`config.mk`:
```
export PLATFORM = sky130hd
export DESIGN_NAME = data_mem_ctrl
export DESIGN_NICKNAME = d
export VERILOG_FILES = /design/src/rtl/mem_pkg.sv /design/src/rtl/mem_lane_align.sv /design/src/rtl/data_mem_ctrl.sv
export SDC_FILE = /design/constraint.sdc
export NUM_CORES = 1
export LEC_CHECK = 0
export CORE_UTILIZATION = 40
export CTS_BUF_LIST = sky130_fd_sc_hd__clkbuf_16
export DETAILED_ROUTE_END_ITERATION = 12
export HOLD_SLACK_MARGIN = 0.03
export PLACE_DENSITY_LB_ADDON = 0.1
export REMOVE_ABC_BUFFERS = 1
export SLEW_MARGIN = 20
export SYNTH_ARGS = -nofsm -noshare
export SYNTH_HDL_FRONTEND = slang
export SYNTH_SLANG_ARGS = --single-unit
```
`constraint.sdc`:
```
create_clock -name clk -period 5.65 [get_ports clk]
set_input_delay 0.8475 -clock clk [delete_from_list [all_inputs] [get_ports clk]]
set_output_delay 0.8475 -clock clk [all_outputs]
set_load 0.02 [all_outputs]
```
`src/rtl/mem_pkg.sv`:
```
// mem_pkg: shared encodings, state type and defaults for the data-memory controller
package mem_pkg;
  localparam logic [1:0] SZ_WORD = 2'd0;
  localparam logic [1:0] SZ_HALF = 2'd1;
  localparam logic [1:0] SZ_BYTE = 2'd2;
  localparam logic [1:0] SZ_INV  = 2'd3;
  localparam logic EXT_SIGN = 1'b0;
  localparam logic EXT_ZERO = 1'b1;
  localparam int BUS_TIMEOUT_DEF = 255;
  typedef enum logic [1:0] {ST_IDLE, ST_ACCESS, ST_DONE} state_e;
endpackage

```
`src/rtl/mem_lane_align.sv`:
```
// mem_lane_align: byte-lane enables, store-data replication and load extraction/extension
module mem_lane_align
  import mem_pkg::*;
(
  input  logic [1:0]  addr_lo,
  input  logic [1:0]  size,
  input  logic        ext,
  input  logic [31:0] wdata,
  input  logic [31:0] bus_rdata,
  output logic [3:0]  be,
  output logic [31:0] lane_wdata,
  output logic [31:0] ext_rdata,
  output logic        misaligned
);
  logic [31:0] sh;
  logic        sgn;
  always_comb begin
    sh = bus_rdata >> {addr_lo, 3'b000};
    sgn = ext == EXT_SIGN;
    be = size == SZ_HALF ? (addr_lo[1] ? 4'b1100 : 4'b0011) :
         size == SZ_BYTE ? 4'b0001 << addr_lo : 4'b1111;
    lane_wdata = size == SZ_HALF ? {2{wdata[15:0]}} :
                 size == SZ_BYTE ? {4{wdata[7:0]}} : wdata;
    ext_rdata = size == SZ_HALF ? {{16{sgn & sh[15]}}, sh[15:0]} :
                size == SZ_BYTE ? {{24{sgn & sh[7]}}, sh[7:0]} : sh;
    misaligned = (size == SZ_WORD && addr_lo != 2'b00) || (size == SZ_HALF && addr_lo[0]);
  end
endmodule

```
`src/rtl/data_mem_ctrl.sv`:
```
// data_mem_ctrl: executes byte/half/word loads and stores on a word bus, stalling until ack or timeout
module data_mem_ctrl
  import mem_pkg::*;
#(
  parameter int BUS_TIMEOUT = BUS_TIMEOUT_DEF
) (
  input  logic        clk,
  input  logic        rst,
  input  logic        memRead,
  input  logic        memWrite,
  input  logic [1:0]  memDataSize,
  input  logic        memBitExt,
  input  logic [31:0] addr,
  input  logic [31:0] wdata,
  output logic [31:0] rdata,
  output logic        stall,
  output logic        accErr,
  output logic        busErr,
  output logic        busReq,
  output logic        busWe,
  output logic [31:0] busAddr,
  output logic [3:0]  busBe,
  output logic [31:0] busWdata,
  input  logic [31:0] busRdata,
  input  logic        busAck
);
  state_e      state_q, state_d;
  logic [31:0] rdata_q, rdata_d, bus_addr_q, bus_addr_d, bus_wdata_q, bus_wdata_d;
  logic [3:0]  bus_be_q, bus_be_d;
  logic        bus_req_q, bus_req_d, bus_we_q, bus_we_d, bus_err_q, bus_err_d;
  logic [1:0]  lo_q, lo_d, size_q, size_d;
  logic        ext_q, ext_d;
  logic [7:0]  cnt_q, cnt_d;
  logic        idle, req, bad, go, mis, timeout;
  logic [3:0]  be;
  logic [31:0] lane_wdata, ext_rdata;
  assign idle = state_q == ST_IDLE;
  assign req = memRead | memWrite;
  assign bad = (memRead & memWrite) | (memDataSize == SZ_INV) | mis;
  assign go = idle & req & ~bad;
  assign timeout = (cnt_q == 8'(BUS_TIMEOUT - 1)) & ~busAck;
  // In IDLE the aligner sees the live request; afterwards it works on the latched one for load data
  mem_lane_align u_align (
    .addr_lo    (idle ? addr[1:0] : lo_q),
    .size       (idle ? memDataSize : size_q),
    .ext        (idle ? memBitExt : ext_q),
    .wdata      (wdata),
    .bus_rdata  (busRdata),
    .be         (be),
    .lane_wdata (lane_wdata),
    .ext_rdata  (ext_rdata),
    .misaligned (mis)
  );
  always_comb begin
    state_d = state_q;
    rdata_d = rdata_q;
    bus_req_d = bus_req_q;
    bus_we_d = bus_we_q;
    bus_addr_d = bus_addr_q;
    bus_be_d = bus_be_q;
    bus_wdata_d = bus_wdata_q;
    bus_err_d = 1'b0;
    lo_d = lo_q;
    size_d = size_q;
    ext_d = ext_q;
    cnt_d = cnt_q;
    if (go) begin
      state_d = ST_ACCESS;
      bus_req_d = 1'b1;
      bus_we_d = memWrite;
      bus_addr_d = {addr[31:2], 2'b00};
      bus_be_d = be;
      bus_wdata_d = memWrite ? lane_wdata : '0;
      lo_d = addr[1:0];
      size_d = memDataSize;
      ext_d = memBitExt;
      cnt_d = '0;
    end else if (state_q == ST_ACCESS) begin
      cnt_d = cnt_q + 8'd1;
      if (busAck || timeout) begin
        state_d = ST_DONE;
        bus_req_d = 1'b0;
        bus_we_d = 1'b0;
        bus_addr_d = '0;
        bus_be_d = '0;
        bus_wdata_d = '0;
        bus_err_d = ~busAck;
        rdata_d = bus_we_q ? rdata_q : (busAck ? ext_rdata : '0);
      end
    end else if (state_q == ST_DONE) begin
      state_d = ST_IDLE;
    end
  end
  always_ff @(posedge clk or posedge rst) begin
    if (rst) begin
      state_q <= ST_IDLE;
      rdata_q <= '0;
      bus_req_q <= 1'b0;
      bus_we_q <= 1'b0;
      bus_addr_q <= '0;
      bus_be_q <= '0;
      bus_wdata_q <= '0;
      bus_err_q <= 1'b0;
      lo_q <= '0;
      size_q <= SZ_WORD;
      ext_q <= EXT_SIGN;
      cnt_q <= '0;
    end else begin
      state_q <= state_d;
      rdata_q <= rdata_d;
      bus_req_q <= bus_req_d;
      bus_we_q <= bus_we_d;
      bus_addr_q <= bus_addr_d;
      bus_be_q <= bus_be_d;
      bus_wdata_q <= bus_wdata_d;
      bus_err_q <= bus_err_d;
      lo_q <= lo_d;
      size_q <= size_d;
      ext_q <= ext_d;
      cnt_q <= cnt_d;
    end
  end
  assign stall = go | (state_q == ST_ACCESS);
  assign accErr = idle & req & bad;
  assign rdata = rdata_q;
  assign busErr = bus_err_q;
  assign busReq = bus_req_q;
  assign busWe = bus_we_q;
  assign busAddr = bus_addr_q;
  assign busBe = bus_be_q;
  assign busWdata = bus_wdata_q;
endmodule

```
==> results.cfg <==
[worst_hold_path]
hp-class = register to register

[drt]
firstDrtPassIters = 5
routed_via_density = 5.62
antenna_left = 0
vias = 5021
wl_per_cell_um = 18.4
drtIter0Drc = 331
drc_errors = 0
drt-total-wl_mm = 16.5

[die]
num_io_pins = 209
die_x_um = 121
floorplan.initialDensity_pct = 40.9
die_h_um = 121
core_mm2 = 0.0138
fp-row-count = 43
dieArea_mm2 = 0.0146

[synthesis]
synth-main-ff-cell = dfrtp_1
synth.distinct_cells = 56
synthTopCellsByArea = dfrtp_1 (51%), a32o_1 (9.5%), a22o_1 (6.0%)
synth_edf_count = 0
netlist_area_mm2 = 0.00566
ys.warnings.count = 0
yosysTopAreaCell = dfrtp_1
synth-seq-area-share_pct = 51.3
syn_avg_cell_area_um2 = 11.0
synth_seq_cells = 116
synth_cells = 513
yosysTopAreaCellShare_pct = 51.3
async_flop_share_pct = 100

[setup_path]
cp.required_ns = 4.80
crit_chain = nor2_2 -> mux2_2 -> o311ai_4 -> nand2_1 -> nand2_1 -> clkdlybuf4s50_1
start_kind = register
crit_fanout = 18
crit_slowest_cell = nor2_2
cp.arrival_ns = 3.64
reg2reg_slack_ns = 1.87
endpoint_kind = primary output
crit_path_max_incr_delay_ns = 0.65
worstSetupPathType = register to primary output
cp_common_cell = nand2_1

[sta]
fin_crit_sh_pct = 79.4
rsz0062_at_grt = no
slew_headroom_pct = 30.0
clock.fmax_mhz = 223
slew_violations = 0
fin_skew_ns = 0.00595
period_needed_ns = 4.49
setup_tns_ns = 0
worstMarginPinSlew_ns = 1.05
setup_viol = 0
hold_viol = 0

[finish]
area_growth_pct = 47.9
drive_gt1_share_pct = 8.98
layout.nets = 806
num_antenna_cells = 0
fin_util_pct = 60.6
fin_cells = 893
final.fill_count = 1148

[power_and_ir_drop]
power_frac_comb_pct = 50.8
p_per_area_mw_per_mm2 = 596
p_sw_share_pct = 39.7
p_leak_uw = 0.00364
pwr-share-seq_pct = 28.3
p_int_uw = 3010
p_clk_share_pct = 21.0
p_sw_uw = 1980
peakVddDrop_mv = 0.256

[clock_network]
post_cts_buffers = 0
clkTransAtPathRegs_ns = 0.05
post_cts_resized = 0
clock-root-buffer = clkbuf_16
cts_buffer_depth = 2
cts_hold_buf = 0
cts_tree = yes
clkLatencyLatePin_ns = 0.42
cts_sinks = 116
htree_num_levels = 4
cts_inserted_buffers = 17

[place]
dp.cells = 860
portBuffers = 206
dp_hpwl_mm = 10.9
gp_congestion = 0.866

[global_route]
antenna_found_initial = 0
grt_pass1_wl_mm = 26.3
grt_remaining_overflow = 0
grt_pass1_vias = 5048
track_usage_pct = 23.4
grt_max_degree = 75

[job]
maxCapViolCount = 0

[outcome]
status = complete, no violations
## critical path: cells and delay by family, from the launching register on
kind	cells	cell delay, ns
AOI/OAI and AO/OA	1	0.51
buffers and inverters	1	0.60
DFF	1	0.47
muxes	1	0.59
and+or+nand+nor	3	1.05
## power groups by stage
stage	combinational, uW	clock (uW)	sequential (uW)
after global placement	2510	0	1400
after detailed placement	2540	0	1410
after global routing	2720	1100	1460
after CTS	2550	1060	1410
after floorplan	1090	0	1750
final	2530	1050	1410
## final cells by class
cell class | instances | area, um2 | area share (%)
clock inverter | 15 | 149 | 1.78
clock buffer | 17 | 425 | 5.08
inverter | 13 | 51.3 | 0.612
multi-input combinational | 338 | 2500 | 29.8
timing repair buffer | 214 | 2130 | 25.4
tap | 180 | 225 | 2.69
sequential | 116 | 2900 | 34.7
## path summary, 6_finish.rpt
check	to	cells after the start	start
min in group asynchronous	busWdata[31]	2	rst
worst max-delay path	stall	6	state_q[1]
worst min-delay path	busBe[0]	1	busBe[0]
max in group asynchronous	busWdata[2]	3	rst
worst max register to register	busBe[3]	6	state_q[1]
worst min register to register	busBe[0]	1	busBe[0]
## cells in the final DEF, fill, tap and decap left out, types with 2 or more instances in the layout
master,n
o21a_1,2
a32o_1,54
and3_1,3
clkbuf_16,17
o31ai_1,2
conb_1,2
buf_4,7
o2bb2ai_1,2
a21oi_1,18
o21ai_0,19
nand2_1,80
nand4_1,3
xor2_1,7
nor2_1,10
a22o_1,39
dfrtp_1,116
mux2_1,3
mux2i_1,18
clkdlybuf4s50_1,206
ha_1,2
nand2b_1,3
clkinv_1,3
xnor2_1,3
or4b_2,2
mux2_2,11
o21ai_1,3
o22ai_1,3
o221ai_1,8
inv_1,15
bufinv_16,3
nor2b_1,2
clkinv_2,4
nand3_1,11
o211ai_1,2
## cell families (layout without fill, tap and decap cells)
group,Yosys count,in the layout,synth area share [%]
buffers and inverters,60,259,5.26
XOR/XNOR,10,10,1.55
AND/OR/NAND/NOR,124,124,9.81
AO/OA/AOI/OAI,166,166,25.1
other,1,2,0.0662
multiplexers,34,34,6.54
adder cells (fa/ha/maj),2,2,0.442
flip-flops,116,116,51.3
## through the flow
| step | hold WS [ns] | total power, uW | area, um2 | setup WS [ns] |
|---|---|---|---|---|
| finish | 0.489 | 4990 | 8380 | 1.16 |
| global route | 0.510 | 5280 | 8380 | 0.996 |
| CTS | 0.496 | 5020 | 8360 | 1.18 |
| detailed placement | 0.483 | 3950 | 7790 | 1.45 |
| global placement | 0.468 | 3910 | 7790 | 1.49 |
| floorplan | 0.498 | 2840 | 5420 | 1.39 |
## flip-flops by register name, summed over array words and instances (netlist names)
register,count
busAddr,30
state_q,2
busWe,1
ext_q,1
busWdata,32
rdata,32
busReq,1
busErr,1
size_q,2
cnt_q,8
lo_q,2
busBe,4
## synthesized netlist by cell type, types with 3 or more instances
library cell  instances
a32o_1               54
o21ai_0              19
o21ai_1               3
mux2_2               11
o221ai_1              8
nand4_1               3
o22ai_1               3
mux2_1                3
buf_2                19
nor2_1               10
a21oi_1              18
xor2_1                7
buf_6                 3
a22o_1               39
inv_1                13
dfrtp_1             116
buf_4                 7
and3_1                3
nand3_1              11
nand2b_1              3
nand2_1              81
xnor2_1               3
clkbuf_1             17
mux2i_1              19
## metal layers
metal  GRT usage, %  part of all wire [%]  up-vias
met1           30.8                    43     2483
met4           7.18                   1.8        0
met5              0                     0        -
li1               -                     -     2305
met2           35.3                    46      207
met3           9.35                   9.1       26
Note: power is estimated with default switching activity, not from simulation.
